<file path="src/rtl/dac_ad56x3_spi_sink.sv">
// Avalon-ST sink serialising one DAC sample per handshake as a 24-bit
// SPI write frame to an AD56x3 dual DAC (syncN/sclk/din).
// Ports: clk, reset (async, high); asiValid/asiChannel/asiData/asiRdy
// sink; syncN, sclk (idle high), din (MSB first) SPI; busy status.
// Option: define DRV_AD56X3_INTREF_EN to send an internal-reference
// enable frame (24'h380001) after every reset before accepting data.
module dac_ad56x3_spi_sink #(
  parameter int DATA_WIDTH = 14,
  parameter int SCLK_DIV = 2,
  parameter int SYNC_HIGH_CYCLES = 2,
  parameter logic [2:0] CMD = 3'b011
) (
  input  logic clk,
  input  logic reset,
  input  logic asiValid,
  input  logic asiChannel,
  input  logic [DATA_WIDTH-1:0] asiData,
  output logic asiRdy,
  output logic syncN,
  output logic sclk,
  output logic din,
  output logic busy
);

  if (DATA_WIDTH < 12 || DATA_WIDTH > 16) begin : g_bad_dw
    $error("DATA_WIDTH must be 12..16");
  end
  if (SCLK_DIV < 1) begin : g_bad_div
    $error("SCLK_DIV must be >= 1");
  end
  if (SYNC_HIGH_CYCLES < 1) begin : g_bad_gap
    $error("SYNC_HIGH_CYCLES must be >= 1");
  end

  localparam int DW = (SCLK_DIV > 1) ? $clog2(2 * SCLK_DIV) : 1;
  localparam int GW =
    (SYNC_HIGH_CYCLES > 1) ? $clog2(SYNC_HIGH_CYCLES) : 1;
  localparam logic [DW-1:0] DIV_FALL = DW'(SCLK_DIV - 1);
  localparam logic [DW-1:0] DIV_LAST = DW'(2 * SCLK_DIV - 1);
  localparam logic [GW-1:0] GAP_LAST = GW'(SYNC_HIGH_CYCLES - 1);

`ifdef DRV_AD56X3_INTREF_EN
  typedef enum logic [1:0] {IDLE, SHIFT, GAP, INIT} state_t;
  localparam state_t RST_STATE = INIT;
`else
  typedef enum logic [1:0] {IDLE, SHIFT, GAP} state_t;
  localparam state_t RST_STATE = IDLE;
`endif

  state_t state, state_n;
  logic [23:0] shreg, shreg_n;
  logic [4:0] bit_cnt, bit_cnt_n;
  logic [DW-1:0] div_cnt, div_cnt_n;
  logic [GW-1:0] gap_cnt, gap_cnt_n;
  logic rdy_n, sync_n, sclk_n, din_n, busy_n;
  logic [15:0] data16;
  logic [23:0] frame;

  // Sample is left-aligned in the 16-bit data field.
  assign data16 = 16'(asiData) << (16 - DATA_WIDTH);
  assign frame = {2'b00, CMD, 2'b00, asiChannel, data16};

  always_ff @(posedge clk or posedge reset) begin
    if (reset) begin
      state <= RST_STATE;
      shreg <= '0;
      bit_cnt <= '0;
      div_cnt <= '0;
      gap_cnt <= '0;
      asiRdy <= 1'b0;
      syncN <= 1'b1;
      sclk <= 1'b1;
      din <= 1'b0;
      busy <= 1'b0;
    end else begin
      state <= state_n;
      shreg <= shreg_n;
      bit_cnt <= bit_cnt_n;
      div_cnt <= div_cnt_n;
      gap_cnt <= gap_cnt_n;
      asiRdy <= rdy_n;
      syncN <= sync_n;
      sclk <= sclk_n;
      din <= din_n;
      busy <= busy_n;
    end
  end

  always_comb begin
    state_n = state;
    shreg_n = shreg;
    bit_cnt_n = bit_cnt;
    div_cnt_n = div_cnt;
    gap_cnt_n = gap_cnt;
    rdy_n = asiRdy;
    sync_n = syncN;
    sclk_n = sclk;
    din_n = din;
    busy_n = busy;
    unique case (state)
      IDLE: begin
        rdy_n = 1'b1;
        if (asiValid && asiRdy) begin
          shreg_n = frame;
          din_n = frame[23];
          sync_n = 1'b0;
          sclk_n = 1'b1;
          rdy_n = 1'b0;
          busy_n = 1'b1;
          bit_cnt_n = '0;
          div_cnt_n = '0;
          state_n = SHIFT;
        end
      end
`ifdef DRV_AD56X3_INTREF_EN
      INIT: begin
        shreg_n = 24'h380001;
        din_n = 1'b0;
        sync_n = 1'b0;
        sclk_n = 1'b1;
        rdy_n = 1'b0;
        busy_n = 1'b1;
        bit_cnt_n = '0;
        div_cnt_n = '0;
        state_n = SHIFT;
      end
`endif
      SHIFT: begin
        div_cnt_n = div_cnt + 1'b1;
        if (div_cnt == DIV_FALL) sclk_n = 1'b0;
        if (div_cnt == DIV_LAST) begin
          sclk_n = 1'b1;
          div_cnt_n = '0;
          if (bit_cnt == 5'd23) begin
            sync_n = 1'b1;
            din_n = 1'b0;
            gap_cnt_n = '0;
            state_n = GAP;
          end else begin
            shreg_n = {shreg[22:0], 1'b0};
            din_n = shreg[22];
            bit_cnt_n = bit_cnt + 5'd1;
          end
        end
      end
      GAP: begin
        gap_cnt_n = gap_cnt + 1'b1;
        if (gap_cnt == GAP_LAST) begin
          rdy_n = 1'b1;
          busy_n = 1'b0;
          state_n = IDLE;
        end
      end
      default: state_n = RST_STATE;
    endcase
  end

endmodule

</file>
<file path="config.mk">
export PLATFORM = sky130hd
export DESIGN_NAME = dac_ad56x3_spi_sink
export DESIGN_NICKNAME = d
export VERILOG_FILES = /design/src/rtl/dac_ad56x3_spi_sink.sv
export SDC_FILE = /design/constraint.sdc
export NUM_CORES = 1
export LEC_CHECK = 0
export ABC_CLOCK_PERIOD_IN_PS = 1430
export BUFFER_PORTS_ARGS = -buffer_cell sky130_fd_sc_hd__buf_2
export CORE_MARGIN = 2
export CORE_UTILIZATION = 31
export CTS_CLUSTER_DIAMETER = 30
export DETAILED_ROUTE_END_ITERATION = 16
export PLACE_DENSITY = 0.61
export SLEW_MARGIN = 5
export SYNTH_ARGS = -nofsm -noshare
export SYNTH_HDL_FRONTEND = slang
export SYNTH_SLANG_ARGS = --single-unit
</file>
<file path="constraint.sdc">
create_clock -name clk -period 1.43 [get_ports clk]
set_input_delay 0 -clock clk [delete_from_list [all_inputs] [get_ports clk]]
set_output_delay 0 -clock clk [all_outputs]
set_load 0.03 [all_outputs]
</file>
Word level (Yosys, flattened, before mapping):

Index checks and enable logic that the tools add are counted.

* reductions and logical operators: 14
* eq/ne operators: 11
* add/sub/neg operators: 3
* muxes and demuxes: 35

Operators by type and width (number)
* 23-bit 2-to-1 mux: 3
* 23-bit case mux with 2 select lines: 1
* 5-bit 2-to-1 mux: 3
* 1-bit 2-to-1 mux: 13
* 2-bit 2-to-1 mux: 6
* 1-bit case mux with 2 select lines: 6
* 3-bit AND reduction: 4
* 4-bit AND reduction: 3
* 2-bit inequality test, second input constant: 5
* 5-bit case mux with 2 select lines: 1
* 2-bit case mux with 3 select lines: 1
* 2-bit nonzero test: 3
* 5-bit by 1-bit adder with 5-bit output, second input constant: 1
* 5-bit == test, second input constant: 1
* 2-bit by 1-bit == test with 1-bit output, second input constant: 2
* 2-bit == test, second input constant: 2
* 2-bit case mux with 2 select lines: 1
* 2-bit AND reduction: 2
* 3-bit inequality test, second input constant: 1
* 2-bit by 1-bit adder with 2-bit output, second input constant: 1
* 2-bit logical NOT: 1
* 1-bit adder, second input constant: 1
* 1-bit logical AND: 1

* output and inout port bits: 5
* word-level logic and storage cells: 73
* input port bits: 18
* register bits after elaboration: 38

Longest topological paths before layout:

* depth after elaboration: 4
* mapped depth: 6

Least setup slack after synthesis:

OpenSTA, ideal clock, no wires.

* path kind: register -> register
* from: register div_cnt[0]
* to: register shreg[4]
* setup time: 124 ps
* period minus slack after synthesis: 1544 ps
* cell stages (with the launch flop): 7
* data arrival time: 1420 ps
* buffers on the path: 2
* slack: -114 ps
* cell sequence: dfrtp_1 -> ha_1 -> and3b_1 -> buf_2 -> nor2_2 -> buf_2 -> o2bb2ai_1

* cells in the longest elaborated chain, start to end: 3

RTL lines
* from (decl): line 53 `logic [DW-1:0] div_cnt, div_cnt_n;`
* from (signal assigned): line 79 `div_cnt <= div_cnt_n;`
* 2-bit == test: line 131 `if (div_cnt == DIV_LAST) begin`
* 2-bit inequality test (no line)
* 4-bit AND reduction (no line)
* to (signal assigned): line 77 `shreg <= shreg_n;`
* to (decl): line 51 `logic [23:0] shreg, shreg_n;`

No other way between the ends.
A chain may end at the register's enable or synchronous reset.

Worst setup path in the final report:

* from: register div_cnt[1]
* to: register shreg[21]

Same word-level chain as after synthesis.

==> impl_metrics.env <==
export IMPL_synth_most_common_cell="dfrtp_1"
export IMPL_synth_area_um2=1830
export IMPL_clockBufferDepth=2
export IMPL_grt_pass1_vias=1480
export IMPL_crit_path_start_kind="flop"
export IMPL_peakVddDrop_mv=0.972
export IMPL_timing_rr_end="shreg[21]"
export IMPL_netlist_instances=158
export IMPL_drcViolationCount=0
export IMPL_ys_seq_area_frac=0.494
export IMPL_antennaDiodeCount=0
export IMPL_endpoint_kind="flop"
export IMPL_syn_avg_cell_area_um2=11.6
export IMPL_finalHoldViolations=0
export IMPL_die_area_um2=6540
export IMPL_cts_tree="yes"
export IMPL_die_h_um=80.8
export IMPL_ys_flop_type="dfrtp_1"
export IMPL_cts_htree_levels=2
export IMPL_gp_congestion=0.755
export IMPL_synth_seq_cells=36
export IMPL_avgViaCountPerCell=5.26
export IMPL_clock_sinks=36
export IMPL_ys_types=41
export IMPL_dp_hpwl_um=2900
export IMPL_cp_startpoint="div_cnt[1]"
export IMPL_max_freq_mhz=673
export IMPL_hold_path_startpoint="asiData[11]"
export IMPL_synth_edff_count=0
export IMPL_drt_wl_total_um=4710
export IMPL_drtAntennaViolNets=0
export IMPL_clock_tree_root_cell="clkbuf_8"
export IMPL_drv_slew=0
export IMPL_nNetsFinal=234
export IMPL_grt_use_total=0.149
export IMPL_final_fill_count=534
export IMPL_async_reset_ff_frac=1.00
export IMPL_synthTopCellsByCount="dfrtp_1 (34), a22oi_1 (16), and3b_1 (15), o2bb2ai_1 (15), inv_1 (8)"
export IMPL_drtIter0Drc=82
export IMPL_period_minus_slack_ps=1490
export IMPL_syn_nets=179
export IMPL_clock_skew_ps=4.38
export IMPL_ys_warn_count=0
export IMPL_setup_viol_count_final=18
export IMPL_reg2reg_from="div_cnt[1]"
export IMPL_path_clk_slew_ps=70
export IMPL_period_share=1.04
export IMPL_core_area_um2=5610
export IMPL_start_util=0.326
export IMPL_yosysTopAreaCell="dfrtp_1"
export IMPL_power_density_nw_per_um2=1800
export IMPL_violations="setup timing"
export IMPL_grt_max_degree=37
export IMPL_vias=1498
export IMPL_relSlewSlack=0.686
export IMPL_leakage_nw=1.15
export IMPL_syn_to_final_growth_pct=37.2
export IMPL_rsz0062_at_grt="true"
export IMPL_grt_pass1_wl_um=7420
export IMPL_setup_slack_ps=-55.5
export IMPL_cp_max_fo=5
export IMPL_cap_violations=0
export IMPL_cts_made_buffers=5
export IMPL_reg2reg_slack_ps=-60
export IMPL_wl_per_cell_um=16.5
export IMPL_finalPower_mw=4.51
export IMPL_cp_arrival_ps=1720
export IMPL_drt_first_pass_iters=4
export IMPL_hp_class="input pin to flop"
export IMPL_finish_utilization=0.448
export IMPL_ioPinCount=23
export IMPL_worstHoldPathCells=3
export IMPL_crit_required_ps=1660
export IMPL_core_rowCount=27
export IMPL_holdPathEnd="shreg[13]"
export IMPL_portBuffers=22
export IMPL_status="finished with violations"
export IMPL_ys_top_cells_by_area="dfrtp_1 (46%), and3b_1 (7.2%), o2bb2ai_1 (7.2%)"
export IMPL_clk_latency_ps=290
export IMPL_drive_gt1_frac=0.423
export IMPL_setup_worst_path_class="flop to flop"
export IMPL_tightest_slew_ps=471
export IMPL_gr_total_overflow=0
export IMPL_netlist_area_leader_share=0.465
export IMPL_hold_ws_ps=25.8
export IMPL_ff2ff_path_depth=5
export IMPL_grt_antenna_before_repair=0
export IMPL_die_w_um=80.8
==> area by class of cell <==
| cell class | instances | area [um^2] | share of cell area |
|---|---|---|---|
| multi-input cells | 101 | 925 | 0.368 |
| clock buffers | 7 | 96.3 | 0.0384 |
| repair buffers | 61 | 463 | 0.184 |
| flip-flops and latches | 36 | 907 | 0.361 |
| inverters | 8 | 30.0 | 0.0120 |
| well taps | 72 | 90.1 | 0.0359 |
==> cells in the final DEF (no fill, tap or decap), drive strengths merged <==
master	instances
a21oi	4
a22o	7
a22oi	16
a2bb2oi	1
a31oi	2
a32o	1
and3	2
and3b	15
and4b	1
and4bb	1
buf	57
clkbuf	9
dfrtp	34
dfstp	2
dlygate4sd3	2
ha	3
inv	8
mux2i	1
nand2	2
nand2b	1
nand3	2
nand3b	1
nand4	1
nand4b	1
nand4bb	1
nor2	4
nor2b	1
nor3	1
nor4	1
o21a	1
o21ai	6
o22a	2
o22ai	2
o2bb2ai	15
o31a	1
o31ai	2
o32ai	1
xnor2	1
==> power by group <==
part	switching, mW	internal, mW	total, mW	leakage [nW]
logic	0.960	1.13	2.09	0.651
clock network	0.367	0.429	0.796	0.0503
registers	0.257	1.37	1.63	0.453
==> through the flow <==
step / TNS [ps] / area (um^2) / cells / setup slack (ps)
floorplan: -42.7 / 1860 / 158 / -4.27
global placement: -307 / 2200 / 266 / -23.8
detailed placement: -275 / 2200 / 266 / -32.7
CTS: -47.8 / 2340 / 276 / -10.9
global route: -1720 / 2510 / 285 / -108
finish: -453 / 2510 / 285 / -55.5
==> worst max-delay path by stage <==
stage | endpoint | depth (start not counted)
6_report | shreg[21] | 5
5_1_grt | shreg[21] | 5
4_1_cts | shreg[21] | 4
3_5_place_dp | shreg[21] | 4
3_3_place_gp | shreg[18] | 4
2_1_floorplan | shreg[10] | 6
==> cells by family after synthesis <==
| group | count (synthesis) | share of synthesized area |
|---|---|---|
| AO/OA/AOI/OAI | 61 | 0.257 |
| flip-flops | 36 | 0.494 |
| AND/OR/NAND/NOR | 35 | 0.162 |
| buffers and inverters | 21 | 0.0567 |
| adder cells (fa/ha/maj) | 3 | 0.0205 |
| XOR/XNOR | 1 | 0.00479 |
| multiplexers | 1 | 0.00547 |
==> registers in the layout, summed over array words and instances (netlist names) <==
name and count:
shreg 21, bit_cnt 5, div_cnt 2, state 2
asiRdy 1, busy 1, din 1, gap_cnt 1
sclk 1, syncN 1
==> critical path, stage by stage, from the launching register on <==
cell	delay, ps
dfrtp_1	410
ha_4	180
and3b_2	230
o22ai_4	270
clkbuf_16	210
a22o_1	130
==> per-layer routing <==
| layer | track usage | vias to the layer above | share of wire |
|---|---|---|---|
| li1 | - | 717 | - |
| met3 | 0.0322 | 7 | 0.029 |
| met1 | 0.207 | 753 | 0.49 |
| met4 | 0.0712 | 0 | 0.020 |
| met5 | 0 | - | 0 |
| met2 | 0.221 | 21 | 0.46 |
==> what timing repair did <==
action / in CTS / in global routing
endpoints found under the setup margin: 25 / 28
gates cloned: 0 / 2
pin swaps: 1 / 4
gates resized for setup: 4 / 16
hold buffers: 2 / 0
buffers inserted: 1 / 8
hold endpoints to repair: 35 / 0
No activity file was read; power rests on OpenSTA's default activity.
